`config.mk`:
```
export PLATFORM = sky130hd
export DESIGN_NAME = display_counter
export DESIGN_NICKNAME = d
export VERILOG_FILES = /design/src/rtl/display_counter_pkg.sv /design/src/rtl/display_counter_counter_digit.sv /design/src/rtl/display_counter.sv
export SDC_FILE = /design/constraint.sdc
export NUM_CORES = 1
export LEC_CHECK = 0
export ABC_AREA = 1
export ABC_CLOCK_PERIOD_IN_PS = 1700
export CAP_MARGIN = 20
export CORE_MARGIN = 3
export CORE_UTILIZATION = 48
export CTS_CLUSTER_SIZE = 25
export DETAILED_ROUTE_END_ITERATION = 7
export PLACE_DENSITY = 0.81
export REMOVE_ABC_BUFFERS = 1
export SETUP_SLACK_MARGIN = 0.5
export SLEW_MARGIN = 10
export SYNTH_ARGS = -nofsm -noshare
export SYNTH_HDL_FRONTEND = slang
export SYNTH_SLANG_ARGS = --single-unit
```
`constraint.sdc`:
```
create_clock -name clk -period 1.7 [get_ports clk]
set_clock_uncertainty 0.2 [all_clocks]
set_input_delay 0.51 -clock clk [delete_from_list [all_inputs] [get_ports clk]]
set_output_delay 0.51 -clock clk [all_outputs]
set_load 0.05 [all_outputs]
```
`src/rtl/display_counter_pkg.sv`:
```
// Shared constants and helpers for the display_counter slice.
package display_counter_pkg;

  localparam int         DIGIT_W        = 4;
  localparam logic [3:0] HEX_MAX        = 4'hF;
  localparam logic [3:0] BCD_MAX        = 4'd9;
  localparam int         TICK_DIV_100MS = 5000;

  // Clamp a single digit into the decimal range 0..9.
  function automatic logic [DIGIT_W-1:0] sat_digit(input logic [DIGIT_W-1:0] d);
    return (d > BCD_MAX) ? BCD_MAX : d;
  endfunction

endpackage

```
`src/rtl/display_counter_counter_digit.sv`:
```
// One digit of the ripple counter: computes the stepped digit and its carry/borrow.
// BCD behaviour is only built when CNT_BCD_EN is defined; otherwise the digit is hex-only.
module counter_digit
  import display_counter_pkg::*;
(
  input  logic [DIGIT_W-1:0] digit,
  input  logic               step_en,
  input  logic               up,
  input  logic               bcd,
  output logic [DIGIT_W-1:0] next_digit,
  output logic               carry
);

`ifndef CNT_BCD_EN
  logic unused_bcd;
  assign unused_bcd = bcd;
`endif

  // Step rules for a single digit; carry means the next digit up must also step.
  always_comb begin
    next_digit = digit;
    carry      = 1'b0;
    if (step_en) begin
`ifdef CNT_BCD_EN
      if (bcd) begin
        if (up) begin
          if (digit >= BCD_MAX) begin
            next_digit = '0;
            carry      = 1'b1;
          end else begin
            next_digit = digit + 4'd1;
          end
        end else begin
          if (digit == 4'd0) begin
            next_digit = BCD_MAX;
            carry      = 1'b1;
          end else if (digit > BCD_MAX) begin
            next_digit = BCD_MAX;
          end else begin
            next_digit = digit - 4'd1;
          end
        end
      end else
`endif
      begin
        if (up) begin
          next_digit = digit + 4'd1;
          carry      = (digit == HEX_MAX);
        end else begin
          next_digit = digit - 4'd1;
          carry      = (digit == 4'd0);
        end
      end
    end
  end

endmodule

```
`src/rtl/display_counter.sv`:
```
// Programmable-rate N-digit hex/BCD counter feeding the four-digit display driver.
// Define CNT_BCD_EN to build the BCD mode; without it bcd_mode is ignored.
module display_counter
  import display_counter_pkg::*;
#(
  parameter int DIGITS   = 4,
  parameter int TICK_DIV = TICK_DIV_100MS
) (
  input  logic                      clk,
  input  logic                      rst_n,
  input  logic                      en,
  input  logic                      up,
  input  logic                      clr,
  input  logic                      load,
  input  logic [DIGIT_W*DIGITS-1:0] load_val,
  input  logic                      bcd_mode,
  output logic [DIGIT_W*DIGITS-1:0] value,
  output logic                      tick,
  output logic                      wrap
);

  localparam int W  = DIGIT_W * DIGITS;
  localparam int PW = (TICK_DIV > 1) ? $clog2(TICK_DIV) : 1;
  localparam logic [PW-1:0] PRE_LAST = PW'(TICK_DIV - 1);

  logic [PW-1:0]   prescaler;
  logic            bcd;
  logic [DIGITS:0] carry;
  logic [W-1:0]    stepped;
  logic [W-1:0]    loaded;

`ifdef CNT_BCD_EN
  assign bcd = bcd_mode;
`else
  logic unused_bcd_mode;
  assign unused_bcd_mode = bcd_mode;
  assign bcd             = 1'b0;
`endif

  // The least significant digit always steps; each carry enables the next digit.
  assign carry[0] = 1'b1;

  for (genvar i = 0; i < DIGITS; i++) begin : g_digit
    counter_digit u_digit (
      .digit      (value[i*DIGIT_W +: DIGIT_W]),
      .step_en    (carry[i]),
      .up         (up),
      .bcd        (bcd),
      .next_digit (stepped[i*DIGIT_W +: DIGIT_W]),
      .carry      (carry[i+1])
    );
  end

  // Load value, with each digit clamped to 9 when counting in decimal.
  always_comb begin
    loaded = load_val;
    if (bcd) begin
      for (int i = 0; i < DIGITS; i++) begin
        loaded[i*DIGIT_W +: DIGIT_W] = sat_digit(load_val[i*DIGIT_W +: DIGIT_W]);
      end
    end
  end

  // Prescaler, count register and step pulses with clr > load > step > hold priority.
  always_ff @(posedge clk or negedge rst_n) begin
    if (!rst_n) begin
      value     <= '0;
      prescaler <= '0;
      tick      <= 1'b0;
      wrap      <= 1'b0;
    end else if (clr) begin
      value     <= '0;
      prescaler <= '0;
      tick      <= 1'b0;
      wrap      <= 1'b0;
    end else if (load) begin
      value     <= loaded;
      prescaler <= '0;
      tick      <= 1'b0;
      wrap      <= 1'b0;
    end else if (en) begin
      if (prescaler == PRE_LAST) begin
        prescaler <= '0;
        value     <= stepped;
        tick      <= 1'b1;
        wrap      <= carry[DIGITS];
      end else begin
        prescaler <= prescaler + PW'(1);
        tick      <= 1'b0;
        wrap      <= 1'b0;
      end
    end else begin
      tick <= 1'b0;
      wrap <= 1'b0;
    end
  end

endmodule

```
==> impl_metrics.csv, run 1 <==
group,metric,value,unit
layout,layout-drive-gt1-share,53.5,%
timing,setup_viol,33,
global_routing,overflow,0,
global_routing,grt.total_usage,33.5,%
timing,fmax,483,MHz
die,start_util,50.7,%
timing,period_share,122,%
setup_path,cp.required,1.74,ns
layout,nNetsFinal,476,
setup_path,path_cells,"buf_8 > clkinvlp_4 > buf_6 > fa_2 > nand2_2 > a21oi_2 > nand2_1 > nand2_1",
run,cap_viol_max_count,0,
routing,routed_wl,12.6,mm
setup_path,r2r_slack,-0.27,ns
logic_synthesis,synth_cell_type_count,31,
setup_path,critPathMaxStageDelay,0.52,ns
logic_synthesis,ys_ff_latch,31,
setup_path,crit_family,"buffers and inverters",
clock_tree,clock-root-buffer,"clkbuf_8",
placed_design,placed_cells,434,
pwr,pwr-share-clk,25.6,%
pwr,combPwrFrac,47.6,%
timing,final_max_slew_viol_count,0,
clock_tree,path_clk_slew,0.09,ns
die,die_height,74.8,µm
logic_synthesis,ys_seq_area_share,34.2,%
clock_tree,cts_sinks,31,
routing,dr.pass1.iters,5,
placed_design,gp_congestion,0.900,
global_routing,antenna_found_initial,0,
setup_path,cp_num_buf_inv,3,
hold_path,hold_path_class,"primary input to flip-flop",
routing,wire_per_inst,25.5,µm
timing,fin_ws,-0.372,ns
die,core-area,4470,µm²
pwr,intPower,1980,µW
layout,final_common_cell,"nand2_1",
clock_tree,htreeDepth,2,
pwr,powerDensity,764,nW/µm²
logic_synthesis,ys_warn_count,0,
clock_tree,insertion_delay,0.31,ns
pwr,switching_power,1260,µW
die,dieWidth,74.8,µm
die,dieArea,5590,µm²
clock_tree,cts_max_path_buffers,2,
logic_synthesis,synth_largest_area_cell,"dfrtp_1",
routing,vias_per_cell,6.60,
global_routing,grt_use_met3,8.41,%
layout,final_cell_mix,"nand2_1, buf_4, buf_6, dfrtp_1",
global_routing,grt.met2_usage,58.8,%
setup_path,cp_max_fo,5,
timing,holdWs,0.307,ns
layout,area_delta_synth_final,87.0,%
logic_synthesis,synthCells,314,
global_routing,grt_busiest_layer,"met2",
setup_path,cp-start-kind,"primary input",
pwr,vdd_drop_max,0.704,mV
layout,n_fill_cell,118,
placed_design,dp_hpwl,4.48,mm
timing,finalHoldViolations,0,
clock_tree,ctsHoldBuffers,0,
setup_path,worstSetupEndpointType,"flip-flop",
setup_path,cp_slowest_cell,"fa_2",
pwr,power_frac_seq,26.8,%
layout,diodes,0,
run_status,status,"finished with violations",
routing,route.detailed.drc,0,
timing,fin_crit,2.07,ns
logic_synthesis,synthTopCellsByArea,"dfrtp_1, nand2_1, nor2_1, nand3_1, ha_1",
timing,tightest_slew,0.343,ns
die,rows,24,
run_status,failed_checks,"setup timing",
placed_design,io_buffers,39,
logic_synthesis,synth.avg_cell_area,7.23,µm²
logic_synthesis,netlist_area,2270,µm²
timing,slew_headroom,77.0,%
global_routing,use_met1,36.1,%
clock_tree,cts_tree,"built",
logic_synthesis,netlist.area_leader.share,34.2,%
timing,rsz0062_at_grt,"true",
setup_path,worstPathArrival,2.11,ns
setup_path,cpMostUsedCell,"nand2_1",
pwr,p_leak,0.00197,µW
clock_tree,numCtsBuffers,5,
routing,num_vias,3253,
pwr,swShare,38.8,%
global_routing,grt_pass1_vias,2902,
setup_path,critical_path_class,"primary input to flip-flop",
routing,ant_nets,0,
global_routing,grt_max_degree,32,
layout,layout.cells.non_filler,493,
routing,drt-initial-drc-count,551,
global_routing,grt_pass1_wl,13.8,mm
die,ios,41,
timing repair:
| action | in CTS | in global routing |
|---|---|---|
| buffers inserted | 36 | 14 |
| pin swaps | 26 | 34 |
| cloned | 1 | 0 |
| endpoints found under the setup margin | 49 | 49 |
| gates resized for setup | 100 | 71 |
area by class of cell:
cell class	count	area [µm²]	share of cell area [%]
Inverter	30	124	2.92
Timing Repair Buffer	125	1340	31.6
Sequential cell	31	786	18.5
Clock buffer	6	82.6	1.95
Tap cell	52	65.1	1.53
Clock inverter	2	35.0	0.825
Timing Repair inverter	1	7.51	0.177
Multi-Input combinational cell	246	1800	42.5
flip-flops by register name (all words and copies together) (netlist names):
signal	flops
wrap	1
prescaler	13
tick	1
value	16
worst reg2reg max path, stage by stage (launching register included):
cell and delay, ns:
dfrtp_2 0.45, buf_4 0.16, fa_2 0.54, nand2_2 0.06, a21oi_2 0.17, nand2_1 0.15
nand2_1 0.17
metal layers:
layer  up-vias  routed length (µm)
met2       364                5760
met4         0                1190
met5         -                   0
met1      1480                4150
met3       139                1460
li1       1270                   -
final timing paths:
| kind | start | to | cells after the start |
|---|---|---|---|
| hold / removal | en | prescaler[0]$_DFFE_PN0P_ | 3 |
| hold reg to reg | prescaler[11]$_DFFE_PN0P_ | prescaler[11]$_DFFE_PN0P_ | 2 |
| max in group asynchronous | rst_n | prescaler[8]$_DFFE_PN0P_ | 2 |
| setup / recovery | up | value[5]$_DFFE_PN0P_ | 8 |
| setup reg to reg | value[5]$_DFFE_PN0P_ | value[5]$_DFFE_PN0P_ | 6 |
| min in group asynchronous | rst_n | value[5]$_DFFE_PN0P_ | 2 |
per-stage QoR:
step | setup TNS (ns) | utilization (%) | worst slack, ns | total power [µW] | instance area, µm²
final | -3.77 | 94.9 | -0.372 | 3240 | 4250
after global routing | -6.11 | 94.9 | -0.476 | 3300 | 4250
after CTS | -0.359 | 86.0 | -0.0699 | 2850 | 3850
after detailed placement | -16.45 | 70.3 | -0.947 | 1860 | 3140
after global placement | -15.31 | 70.3 | -0.827 | 1830 | 3140
after floorplan | -1.80 | - | -0.258 | 1360 | 2230
cell families after synthesis:
family / after synthesis / share of synthesized area [%]
xor gates and xnor gates: 6 / 2.32
AOI/OAI and AO/OA: 38 / 9.21
and+or+nand+nor: 189 / 38.9
adders and majority gates: 13 / 8.49
buffers and inverters: 37 / 6.89
DFF: 31 / 34.2
power groups by stage:
stage	Sequential (µW)	Combinational [µW]	Clock, µW
6_report	869	1540	830
3_5_place_dp	869	991	0
2_1_floorplan	1040	316	0
4_1_cts	851	1220	779
5_1_grt	870	1610	824
3_3_place_gp	867	963	0
cells in the mapped netlist (all sizes together):
| cell type | instances |
|---|---|
| or2 | 1 |
| a21oi | 11 |
| inv | 29 |
| nand3 | 25 |
| clkbuf | 2 |
| fa | 4 |
| dfrtp | 31 |
| buf | 5 |
| a211oi | 4 |
| o211ai | 2 |
| ha | 9 |
| xor2 | 3 |
| o21a | 1 |
| o22ai | 1 |
| nor2 | 43 |
| nor3 | 5 |
| nand3b | 1 |
| clkinv | 1 |
| o21ai | 19 |
| nand4 | 6 |
| nand2 | 108 |
| xnor2 | 3 |
Note: power is estimated with default switching activity, not from simulation.
==> inputs of run 2 (changes only) <==
--- a/config.mk
+++ b/config.mk
@@ -5,14 +5,13 @@
 export SDC_FILE = /design/constraint.sdc
 export NUM_CORES = 1
 export LEC_CHECK = 0
-export ABC_AREA = 1
-export ABC_CLOCK_PERIOD_IN_PS = 1700
+export ABC_CLOCK_PERIOD_IN_PS = 2100
 export CAP_MARGIN = 20
 export CORE_MARGIN = 3
-export CORE_UTILIZATION = 48
+export CORE_UTILIZATION = 50
 export CTS_CLUSTER_SIZE = 25
 export DETAILED_ROUTE_END_ITERATION = 7
-export PLACE_DENSITY = 0.81
+export PLACE_DENSITY = 0.82
 export REMOVE_ABC_BUFFERS = 1
 export SETUP_SLACK_MARGIN = 0.5
 export SLEW_MARGIN = 10
==> constraint.sdc (replaced) <==
create_clock -name clk -period 2.1 [get_ports clk]
set_clock_uncertainty 0.2 [all_clocks]
set_input_delay 0.63 -clock clk [delete_from_list [all_inputs] [get_ports clk]]
set_output_delay 0.63 -clock clk [all_outputs]
set_load 0.05 [all_outputs]
==> impl_metrics.csv, run 2 <==
group,metric,value,unit
die,dieWidth,70.8,µm
logic_synthesis,yosysMostFrequentCell,"dfrtp_1",
clock_tree,htreeDepth,2,
placed_design,dp_hpwl,4.83,mm
logic_synthesis,synthTopCellsByCount,"dfrtp_1, nand2_1, nor2_1",
die,ios,41,
placed_design,placed_cells,353,
timing,worst_endpoint_kind,"register input",
timing,grt_worst_setup_endpoint,"value[6]$_DFFE_PN0P_/D",
logic_synthesis,ys_ff_latch,31,
clock_tree,cts_sinks,31,
logic_synthesis,ys_warn_count,0,
logic_synthesis,synthCells,213,
clock_tree,numCtsBuffers,5,
logic_synthesis,async_reset_ff_share,100,%
clock_tree,clock-root-buffer,"clkbuf_8",
logic_synthesis,synth_largest_area_cell,"dfrtp_1",
run_status,status,"did not finish",
placed_design,io_buffers,39,
logic_synthesis,synth_cell_type_count,54,
logic_synthesis,synth-edff-count,0,
logic_synthesis,ys_seq_area_share,37.0,%
run_status,failed_stage,"5_1_grt",
clock_tree,ctsHoldBuffers,0,
logic_synthesis,synthTopCellsByArea,"dfrtp_1, ha_1, xnor2_1, xor2_1, fa_1",
clock_tree,cts_max_path_buffers,2,
global_routing,antenna_found_initial,0,
die,die_height,70.8,µm
logic_synthesis,synth_flop_cell,"dfrtp_1",
run_status,toolErrorMsg,"[ERROR DPL-0033] detailed placement checks failed during check placement.",
placed_design,dpl_cell_area,3100,µm²
die,start_util,54.4,%
placed_design,gp_congestion,0.873,
logic_synthesis,netlist_area,2100,µm²
logic_synthesis,netlist.area_leader.share,37.0,%
die,rows,22,
global_routing,grt_max_degree,32,
logic_synthesis,synth.avg_cell_area,9.85,µm²
placed_design,pre_cts_slack,-1.16,ns
==> run 2: per-stage QoR <==
step	hold WS [ns]	setup TNS [ns]
after CTS	0.364	-4.89
after detailed placement	0.384	-19.64
after global placement	0.367	-18.35
after floorplan	0.134	-5.05
==> run 2: what timing repair did <==
action                                  4_1_cts
gates resized for setup                      76
pin swaps                                    38
hold endpoints to repair                      0
gates cloned                                  0
setup buffers                                22
endpoints found under the setup margin       49
==> run 2: logic make-up after synthesis <==
logic type	share of synthesized area [%]
DFF	37.0
AOI/OAI and AO/OA	12.5
and+or+nand+nor	23.3
adders and majority gates	9.19
muxes	5.55
buffers and inverters	3.64
xor gates and xnor gates	8.77
==> inputs of run 3 (changes only) <==
--- a/config.mk
+++ b/config.mk
@@ -8,12 +8,10 @@
 export ABC_CLOCK_PERIOD_IN_PS = 2100
 export CAP_MARGIN = 20
 export CORE_MARGIN = 3
-export CORE_UTILIZATION = 50
-export CTS_CLUSTER_SIZE = 25
+export CORE_UTILIZATION = 35
 export DETAILED_ROUTE_END_ITERATION = 7
-export PLACE_DENSITY = 0.82
+export PLACE_DENSITY_LB_ADDON = 0.15
 export REMOVE_ABC_BUFFERS = 1
-export SETUP_SLACK_MARGIN = 0.5
 export SLEW_MARGIN = 10
 export SYNTH_ARGS = -nofsm -noshare
 export SYNTH_HDL_FRONTEND = slang
==> impl_metrics.csv, run 3 <==
group,metric,value,unit
routing,ant_nets,0,
logic_synthesis,ys_warn_count,0,
logic_synthesis,async_reset_ff_share,100,%
die,dieWidth,83.4,µm
hold_path,hold_path_class,"flip-flop to flip-flop",
placed_design,pre_cts_slack,-1.07,ns
die,ios,41,
setup_path,crit_family,"simple AND/OR/NAND/NOR gates",
logic_synthesis,ys_seq_area_share,37.0,%
die,dieArea,6960,µm²
placed_design,dp_hpwl,4.41,mm
layout,layout-drive-gt1-share,43.6,%
logic_synthesis,synth_flop_cell,"dfrtp_1",
routing,routed_wl,6.31,mm
global_routing,grt_busiest_layer,"met2",
run_status,status,"finished with violations",
pwr,powerDensity,451,nW/µm²
setup_path,path_cells,"or4bb_1 > or4_4 > nor2b_4 > mux2_4 > a22o_1",
global_routing,antenna_found_initial,0,
global_routing,grt.total_usage,19.7,%
placed_design,placed_cells,377,
routing,wire_per_inst,15.8,µm
timing,fmax,412,MHz
routing,drt-initial-drc-count,106,
setup_path,cp_slowest_cell,"or4_4",
layout,multiInputGateArea,1490,µm²
pwr,p_leak,0.00161,µW
timing,rsz0062_at_grt,"true",
layout,largest_reg_flops,16,
routing,route.detailed.drc,0,
run_status,failed_checks,"setup timing",
clock_tree,numCtsBuffers,5,
logic_synthesis,synth.avg_cell_area,9.85,µm²
layout,area_delta_synth_final,73.6,%
layout,nNetsFinal,365,
clock_tree,clock-root-buffer,"clkbuf_8",
setup_path,worstSetupEndpointType,"flip-flop",
global_routing,grt_max_degree,32,
logic_synthesis,ys_ff_latch,31,
layout,final_cell_mix,"buf_4, dfrtp_1, nor2_1",
pwr,vdd_drop_max,0.268,mV
global_routing,overflow,0,
timing,fin_crit,2.43,ns
setup_path,critical_path_class,"flip-flop to flip-flop",
die,start_util,37.2,%
timing,fin_ws,-0.326,ns
routing,dr.pass1.iters,4,
placed_design,io_buffers,39,
global_routing,use_met1,22.7,%
routing,vias_per_cell,5.15,
layout,n_fill_cell,451,
timing,final_max_slew_viol_count,0,
timing,slew_headroom,71.1,%
layout,final_common_cell,"buf_4",
logic_synthesis,synth-edff-count,0,
global_routing,grt_pass1_wl,11.0,mm
hold_path,hold_path_depth,2,
logic_synthesis,yosysMostFrequentCell,"dfrtp_1",
global_routing,grt_pass1_vias,2222,
layout,diodes,0,
die,die_height,83.4,µm
run,cap_viol_max_count,0,
logic_synthesis,synthTopCellsByArea,"dfrtp_1, ha_1, xnor2_1, xor2_1, fa_1",
setup_path,critPathMaxStageDelay,0.58,ns
clock_tree,cts_max_path_buffers,2,
layout,layout.cells.non_filler,400,
layout,top_register,"value",
timing,finalHoldViolations,0,
clock_tree,ctsHoldBuffers,0,
clock_tree,path_clk_slew,0.07,ns
setup_path,cp-start-kind,"flip-flop",
clock_tree,cts_tree,"built",
logic_synthesis,synth_cell_type_count,54,
setup_path,cp.required,2.08,ns
timing,tightest_slew,0.430,ns
layout,fin_area,3640,µm²
routing,num_vias,2060,
timing,setup_viol,26,
setup_path,cp.depth,5,
setup_path,cp_max_fo,2,
timing,holdWs,0.363,ns
layout,final_core_util,64.5,%
placed_design,gp_congestion,0.775,
clock_tree,htreeDepth,2,
timing,period_share,116,%
placed_design,dpl_cell_area,3140,µm²
setup_path,cp_num_buf_inv,0,
logic_synthesis,synthTopCellsByCount,"dfrtp_1, nand2_1, nor2_1",
global_routing,grt_use_met3,4.66,%
logic_synthesis,synth_largest_area_cell,"dfrtp_1",
layout,regArea,776,µm²
setup_path,worstPathArrival,2.40,ns
clock_tree,cts_sinks,31,
logic_synthesis,netlist_area,2100,µm²
die,core-area,5640,µm²
logic_synthesis,netlist.area_leader.share,37.0,%
layout,top_regs,"value (16), prescaler (13)",
logic_synthesis,synthCells,213,
setup_path,r2r_cells,5,
clock_tree,insertion_delay,0.29,ns
global_routing,grt.met2_usage,35.6,%
die,rows,27,
[run 3: kinds of logic (layout without fill, tap and decap cells)]
logic type               Yosys count  after routing  synth area share, %
AND/OR/NAND/NOR                   85             85                 23.3
AO/OA/AOI/OAI                     39             39                 12.5
flip-flops                        31             31                 37.0
XOR/XNOR                          21             21                 8.77
adder cells (fa/ha/maj)           13             13                 9.19
buffers and inverters             13            128                 3.64
multiplexers                      11             11                 5.55
[run 3: routing by layer]
layer / routed length [µm] / vias up
met1: 2650 / 986
met3: 240 / 13
met2: 3300 / 47
li1: - / 1014
met5: 0 / -
met4: 119 / 0
[run 3: layout make-up]
| cell class | instances | share of cell area (%) |
|---|---|---|
| clock buffer | 6 | 1.99 |
| sequential | 31 | 21.3 |
| inverter | 6 | 0.688 |
| multi-input combinational | 169 | 41.0 |
| timing repair buffer | 116 | 32.5 |
| tap | 72 | 2.48 |
[run 3: path summary, 6_finish.rpt]
path / startpoint / end / slack [ns]
max: prescaler[6]$_DFFE_PN0P_ / value[6]$_DFFE_PN0P_ / -0.33
min: prescaler[0]$_DFFE_PN0P_ / prescaler[0]$_DFFE_PN0P_ / 0.36
max reg2reg: prescaler[6]$_DFFE_PN0P_ / value[6]$_DFFE_PN0P_ / -0.33
min reg2reg: prescaler[0]$_DFFE_PN0P_ / prescaler[0]$_DFFE_PN0P_ / 0.36
max in group asynchronous: rst_n / prescaler[7]$_DFFE_PN0P_ / 1.02
min in group asynchronous: rst_n / value[15]$_DFFE_PN0P_ / 0.50
[run 3: through the flow]
| stage | total power, µW | TNS, ns |
|---|---|---|
| after global placement | 1140 | -18.22 |
| final | 1640 | -3.17 |
| after global routing | 1730 | -5.11 |
| after detailed placement | 1150 | -18.77 |
| after floorplan | 871 | -5.05 |
| after CTS | 1650 | -4.37 |
[run 3: tightest hold or removal path, delay by kind of cell (launching register included)]
family,cells,cell delay [ns]
AOI/OAI and AO/OA,1,0.05
buffers and inverters,1,0.12
DFF,1,0.35
[run 3: repair_timing]
| item | 4_1_cts | 5_1_grt |
|---|---|---|
| setup endpoints to repair | 28 | 31 |
| gates resized for setup | 56 | 16 |
| pin swaps | 28 | 11 |
| endpoints found under the hold margin | 0 | 0 |
| setup buffers | 16 | 3 |
[run 3: power breakdown]
group	switching [µW]	internal (µW)
clock network	224	221
logic	266	281
registers	31.4	619
total	522	1120
